`src/rtl/pipeline_sequencer.sv`:
```
// Purpose : stall/flush sequencer for a 5-stage in-order pipeline (IF/ID/EX/MEM/WB).
// Latency : control outputs are combinational from current state and inputs (0 cycles).
// Backpressure: data-memory wait freezes PC, IF/ID, ID/EX and EX/MEM and bubbles MEM/WB until dhit.
//
// Ports
//   CLK, nRST                      clock (rising edge), asynchronous active-low reset
//   ihit, dmem_req, dhit           instruction-fetch hit, MEM load/store pending, data access done
//   take_branch, jump, halt_wb     ID redirect events, HALT reached WB
//   id_rs, id_rt                   source registers of the instruction in ID
//   idex_rd/regwrite/memread       destination and control of the instruction in EX
//   xmem_rd/regwrite/memread       destination and control of the instruction in MEM
//   pc_en                          PC may load its next value
//   stall_<latch>                  latch holds its contents
//   flush_<latch>                  latch loads a bubble
//   halted                         sticky halt flag
//   seq_state                      RUN=0, DWAIT=1, BUBBLE=2, HALTED=3
//
// Build option: define PIPELINE_SEQUENCER_FORWARD_EN when the datapath has full
// EX/MEM forwarding; then only a load-use dependency on the EX instruction stalls
// (one bubble). Without it, an EX producer costs two bubbles and a MEM-only
// producer costs one.

module pipeline_sequencer (
    input  logic       CLK,
    input  logic       nRST,
    input  logic       ihit,
    input  logic       dmem_req,
    input  logic       dhit,
    input  logic       take_branch,
    input  logic       jump,
    input  logic       halt_wb,
    input  logic [4:0] id_rs,
    input  logic [4:0] id_rt,
    input  logic [4:0] idex_rd,
    input  logic [4:0] xmem_rd,
    input  logic       idex_regwrite,
    input  logic       idex_memread,
    input  logic       xmem_regwrite,
    input  logic       xmem_memread,
    output logic       pc_en,
    output logic       stall_ifid,
    output logic       stall_idex,
    output logic       stall_xmem,
    output logic       stall_wb,
    output logic       flush_ifid,
    output logic       flush_idex,
    output logic       flush_xmem,
    output logic       flush_wb,
    output logic       halted,
    output logic [1:0] seq_state
);

    typedef enum logic [1:0] {
        S_RUN    = 2'd0,
        S_DWAIT  = 2'd1,
        S_BUBBLE = 2'd2,
        S_HALTED = 2'd3
    } state_t;

    state_t     state;
    // Remaining bubble cycles after the current one. The cycle that detects a
    // RAW hazard already issues the first bubble, so the counter is loaded with
    // (required bubbles - 1) and is only ever nonzero in BUBBLE or a DWAIT
    // entered from BUBBLE.
    logic [1:0] bub_cnt;

    // ------------------------------------------------------------------
    // Hazard detection. Register 0 is hardwired, so a producer writing r0
    // never creates a dependency.
    // ------------------------------------------------------------------
    logic       ex_match;
    logic       mem_match;
    logic       raw_hazard;
    logic [1:0] raw_load;
    logic       dwait_req;

    assign ex_match  = idex_regwrite && (idex_rd != 5'd0) &&
                       ((id_rs == idex_rd) || (id_rt == idex_rd));
    assign mem_match = xmem_regwrite && (xmem_rd != 5'd0) &&
                       ((id_rs == xmem_rd) || (id_rt == xmem_rd));

`ifdef PIPELINE_SEQUENCER_FORWARD_EN
    // Forwarding covers every ALU result; only a load in EX cannot forward
    // into the following instruction's EX in time.
    assign raw_hazard = ex_match && idex_memread;
    assign raw_load   = 2'd1;

    // MEM-stage producer information is not needed when forwarding exists.
    logic unused_mem_info;
    assign unused_mem_info = &{1'b0, mem_match, xmem_memread};
`else
    // No forwarding: wait for the producer to reach WB (register file is
    // write-before-read). An EX producer is two stages away, a MEM producer one.
    assign raw_hazard = ex_match || mem_match;
    assign raw_load   = ex_match ? 2'd2 : 2'd1;

    // Load/non-load distinction is irrelevant without forwarding.
    logic unused_memread;
    assign unused_memread = &{1'b0, idex_memread, xmem_memread};
`endif

    assign dwait_req = dmem_req && !dhit;

    // ------------------------------------------------------------------
    // State and bubble counter
    // ------------------------------------------------------------------
    always_ff @(posedge CLK or negedge nRST) begin
        if (!nRST) begin
            state   <= S_RUN;
            bub_cnt <= 2'd0;
        end else if (halt_wb || (state == S_HALTED)) begin
            // Halt is terminal; only reset leaves it.
            state   <= S_HALTED;
        end else begin
            case (state)
                S_RUN: begin
                    if (dwait_req) begin
                        state <= S_DWAIT;
                    end else if (raw_hazard) begin
                        bub_cnt <= raw_load - 2'd1;
                        // A single-bubble hazard is fully served by this cycle.
                        state   <= (raw_load == 2'd1) ? S_RUN : S_BUBBLE;
                    end
                end
                S_BUBBLE: begin
                    if (dwait_req) begin
                        // Counter frozen while the whole pipe waits on memory.
                        state <= S_DWAIT;
                    end else begin
                        bub_cnt <= bub_cnt - 2'd1;
                        if (bub_cnt == 2'd1) begin
                            state <= S_RUN;
                        end
                    end
                end
                S_DWAIT: begin
                    if (dhit) begin
                        state <= (bub_cnt != 2'd0) ? S_BUBBLE : S_RUN;
                    end
                end
                default: begin
                    state <= S_HALTED;
                end
            endcase
        end
    end

    // ------------------------------------------------------------------
    // Control outputs. Reset is folded in combinationally so the pipeline
    // latches see flush the moment nRST falls.
    // ------------------------------------------------------------------
    always_comb begin
        pc_en      = 1'b1;
        stall_ifid = 1'b0;
        stall_idex = 1'b0;
        stall_xmem = 1'b0;
        stall_wb   = 1'b0;
        flush_ifid = 1'b0;
        flush_idex = 1'b0;
        flush_xmem = 1'b0;
        flush_wb   = 1'b0;

        if (!nRST) begin
            pc_en      = 1'b0;
            flush_ifid = 1'b1;
            flush_idex = 1'b1;
            flush_xmem = 1'b1;
            flush_wb   = 1'b1;
        end else if (halt_wb || (state == S_HALTED)) begin
            // Freeze everything, including the cycle HALT is seen in WB.
            pc_en      = 1'b0;
            stall_ifid = 1'b1;
            stall_idex = 1'b1;
            stall_xmem = 1'b1;
            stall_wb   = 1'b1;
        end else begin
            case (state)
                S_DWAIT: begin
                    // On the dhit cycle every latch advances (defaults).
                    if (!dhit) begin
                        pc_en      = 1'b0;
                        stall_ifid = 1'b1;
                        stall_idex = 1'b1;
                        stall_xmem = 1'b1;
                        flush_wb   = 1'b1;
                    end
                end
                S_RUN, S_BUBBLE: begin
                    if (dwait_req) begin
                        pc_en      = 1'b0;
                        stall_ifid = 1'b1;
                        stall_idex = 1'b1;
                        stall_xmem = 1'b1;
                        flush_wb   = 1'b1;
                    end else if ((state == S_BUBBLE) || raw_hazard) begin
                        // Hold the dependent instruction in ID, inject a bubble into EX.
                        pc_en      = 1'b0;
                        stall_ifid = 1'b1;
                        flush_idex = 1'b1;
                    end else if (!ihit) begin
                        // Fetch missed: keep PC, let the rest drain, no valid word into ID.
                        pc_en      = 1'b0;
                        flush_ifid = 1'b1;
                    end else if (take_branch || jump) begin
                        // Redirect: the sequentially fetched word is on the wrong path.
                        flush_ifid = 1'b1;
                    end
                end
                default: begin
                    pc_en = 1'b0;
                end
            endcase
        end
    end

    assign halted    = (state == S_HALTED);
    assign seq_state = state;

endmodule

```
`config.mk`:
```
export PLATFORM = sky130hd
export DESIGN_NAME = pipeline_sequencer
export DESIGN_NICKNAME = d
export VERILOG_FILES = /design/src/rtl/pipeline_sequencer.sv
export SDC_FILE = /design/constraint.sdc
export NUM_CORES = 1
export LEC_CHECK = 0
export CORE_UTILIZATION = 30
export DETAILED_ROUTE_END_ITERATION = 10
export PLACE_DENSITY_LB_ADDON = 0.2
export SETUP_SLACK_MARGIN = 0.02
export SLEW_MARGIN = 30
export SYNTH_ARGS = -nofsm -noshare
export SYNTH_HDL_FRONTEND = slang
export SYNTH_SLANG_ARGS = --single-unit
```
`constraint.sdc`:
```
create_clock -name CLK -period 1.9 [get_ports CLK]
set_input_delay 0.38 -clock CLK [delete_from_list [all_inputs] [get_ports CLK]]
set_output_delay 0.38 -clock CLK [all_outputs]
set_load 0.05 [all_outputs]
```
==> results.yml <==
floorplan:
  die_w_um: 48.97
  die-area_um2: 2398
  num_rows: 16
  die_h_um: 48.97
  core-area_um2: 2022
  ios: 44
  initial_core_util_pct: 32.74
finish:
  drive_above_1_share_pct: 58.02
  instances_no_fill: 189
  final_util_pct: 78.90
  area_growth_pct: 141.0
  antennaDiodeCount: 0
  nNetsFinal: 197
  final_cell_area_um2: 1595
sta:
  tns_ns: -0.8931
  relSlewSlack_pct: 80.38
  worst_pin_slew_ns: 0.2861
  period_needed_ns: 2.187
  skew_ns: 0.01936
  setup_viol: 4
  final.period_utilization_pct: 115.1
  hold_viol: 0
  fmaxAchievable_mhz: 457.3
  setup_ws_ns: -0.2865
  rsz0062_at_grt: "yes"
  finalMaxSlewViolations: 0
detailed_routing:
  postRouteAntennaNets: 0
  drt-total-wl_um: 2673
  dr.pass1.iters: 4
  num_vias: 961
  dr.first_iter.drc_count: 8
  viasPerCell: 5.085
  wl_per_cell_um: 14.14
  drc: 0
setup_path:
  cp.required_ns: 1.52
  worstPathMaxFanout: 4
  cp.arrival_ns: 1.81
  cp_slowest_stage_delay_ns: 0.52
  cp_slowest_cell: "or4_4"
  worstPathCellList: "buf_6, or4_4, o21a_4, a21oi_4, a41o_4, buf_12"
  cp-end-kind: "output port"
  worst-path-buf-inv: 2
  critPathTopFamily: "compound AO/OA/AOI/OAI gates"
  critical_path_class: "primary input to output port"
  startpoint_type: "primary input"
global_routing:
  grt_use_total_pct: 23.30
  first_global_vias: 1011
  grt_start_max_net_pins: 13
  grt_pass1_wl_um: 4229
  grt_antenna_before_repair: 0
  grt_overflow: 0
pwr:
  peakVddDrop_v: 0.0003591
  sequentialPowerShare_pct: 16.6
  internal-power_uw: 326.3
  p_leak_uw: 0.0007047
  p_switching_uw: 189.0
  switching_share_pct: 36.68
  p_comb_share_pct: 59.0
  pwr-share-clk_pct: 24.4
  powerDensity_nw_per_um2: 323.1
clock_network:
  cts_buffers: 3
  clk_latency_ns: 0.26
  h-tree-depth: 1
  holdBufCountCts: 0
  root_buffer: "clkbuf_4"
  cts_buffer_depth: 2
  cts_tree: "yes"
  cts.sinks: 4
  clk_pin_slew_ns: 0.05
yosys:
  synth-seq-cells: 4
  async_flop_share_pct: 100.0
  synthCells: 88
  ys_seq_area_share_pct: 15.12
  synthFlopType: "dfrtp_1"
  syn_area_um2: 661.9
  ys_warn_count: 0
  avgSynthCellArea_um2: 7.521
  synth_nets: 122
  synth.distinct_cells: 35
  synth_enable_flop_cells: 0
outcome:
  violations: "negative setup slack"
  outcome: "finished with violations"
place:
  dp_hpwl_um: 2023
  port_buffers: 41
  place_area_um2: 1473
  gp_congestion: 0.8409
  pre_cts_ws_ns: -0.6635
  place_inst: 179
run:
  maxCapViolCount: 0
min_path:
  hold_class: "primary input to async pin"
-- Yosys cell counts, drive strengths merged, types with 2 or more instances --
cell / n / area share (%)
a211oi: 2 / 2.3
a21oi: 2 / 2.1
a31o: 2 / 2.6
and2: 2 / 1.9
dfrtp: 4 / 15
ha: 2 / 3.8
inv: 5 / 2.8
nand2: 7 / 4.0
nand3: 4 / 3.0
nand3b: 2 / 2.3
nor2: 8 / 4.5
nor3: 5 / 3.8
o21a: 2 / 2.3
o21ai: 4 / 3.0
or4: 2 / 2.3
xnor2: 10 / 13
xor2: 10 / 13
-- stage by stage --
stage	hold slack, ns	total power [uW]
6_report	0.2793	515.4
5_1_grt	0.2841	542.9
4_1_cts	0.2708	502.1
3_5_place_dp	0.5282	369.2
3_3_place_gp	0.5325	363.1
2_1_floorplan	0.08441	195.8
-- layout make-up --
type,instances,area [um2]
Clock buffer,4,26.28
Fill cell,134,426.7
Inverter,5,18.77
Multi-Input combinational cell,77,726.9
Sequential cell,4,102.6
Tap cell,27,33.78
Timing Repair Buffer,72,686.9
-- registers in the layout, indices dropped and copies added (netlist names) --
signal / flops
seq_state: 2
bub_cnt: 2
-- metal layers --
metal	up-vias	global-route usage, %	wire length [um]
met5	-	0	0
met4	0	12.25	90
met3	10	6.542	130
met2	43	46.76	1493
met1	449	20.42	958
li1	459	-	-
-- power groups by stage --
stage | combinational [uW] | clock [uW] | sequential [uW]
after CTS | 289 | 127 | 85.5
after global placement | 276 | 0 | 86.7
after global routing | 321 | 136 | 85.4
final | 304 | 126 | 85.5
after floorplan | 109 | 0 | 86.7
after detailed placement | 282 | 0 | 86.7
-- worst paths after layout --
path	from	endpoint	slack [ns]	cells after the start
setup / recovery	idex_rd[2]	flush_ifid	-0.29	6
setup reg to reg	seq_state[0]	bub_cnt[0]	0.38	5
max in group asynchronous	nRST	bub_cnt[0]	1.48	2
min in group CLK	seq_state[1]	seq_state[1]	0.55	1
hold / removal	nRST	seq_state[1]	0.28	2
hold reg to reg	seq_state[1]	seq_state[1]	0.55	1
-- layout by cell type, fill, tap and decap left out, types with 3 or more instances in the layout --
master and instances:
inv_1 5, nand2_1 6, buf_2 4, buf_4 31, buf_12 10, xor2_1 8, nand3_1 4, clkdlybuf4s15_1 3
clkbuf_2 8, nor2_1 8, clkbuf_4 3, buf_6 7, xnor2_1 9, dlygate4sd2_1 4, nor3_2 3, clkdlybuf4s50_1 5
-- repair_timing --
item,4_1_cts,5_1_grt
hold endpoints to repair,0,0
pin swaps,19,20
setup buffers,4,2
endpoints found under the setup margin,11,7
resized for setup,72,28
-- logic make-up (layout without fill, tap and decap cells) --
kind of cell | Yosys count | in the layout | synth area share, %
DFF | 4 | 4 | 15.12
buffers and inverters | 7 | 81 | 4.537
muxes | 1 | 1 | 1.512
and+or+nand+nor | 33 | 33 | 24.58
adders and majority gates | 2 | 2 | 3.780
AOI/OAI and AO/OA | 21 | 21 | 24.01
xor gates and xnor gates | 20 | 20 | 26.46
Power figures use the tool's default switching activity.
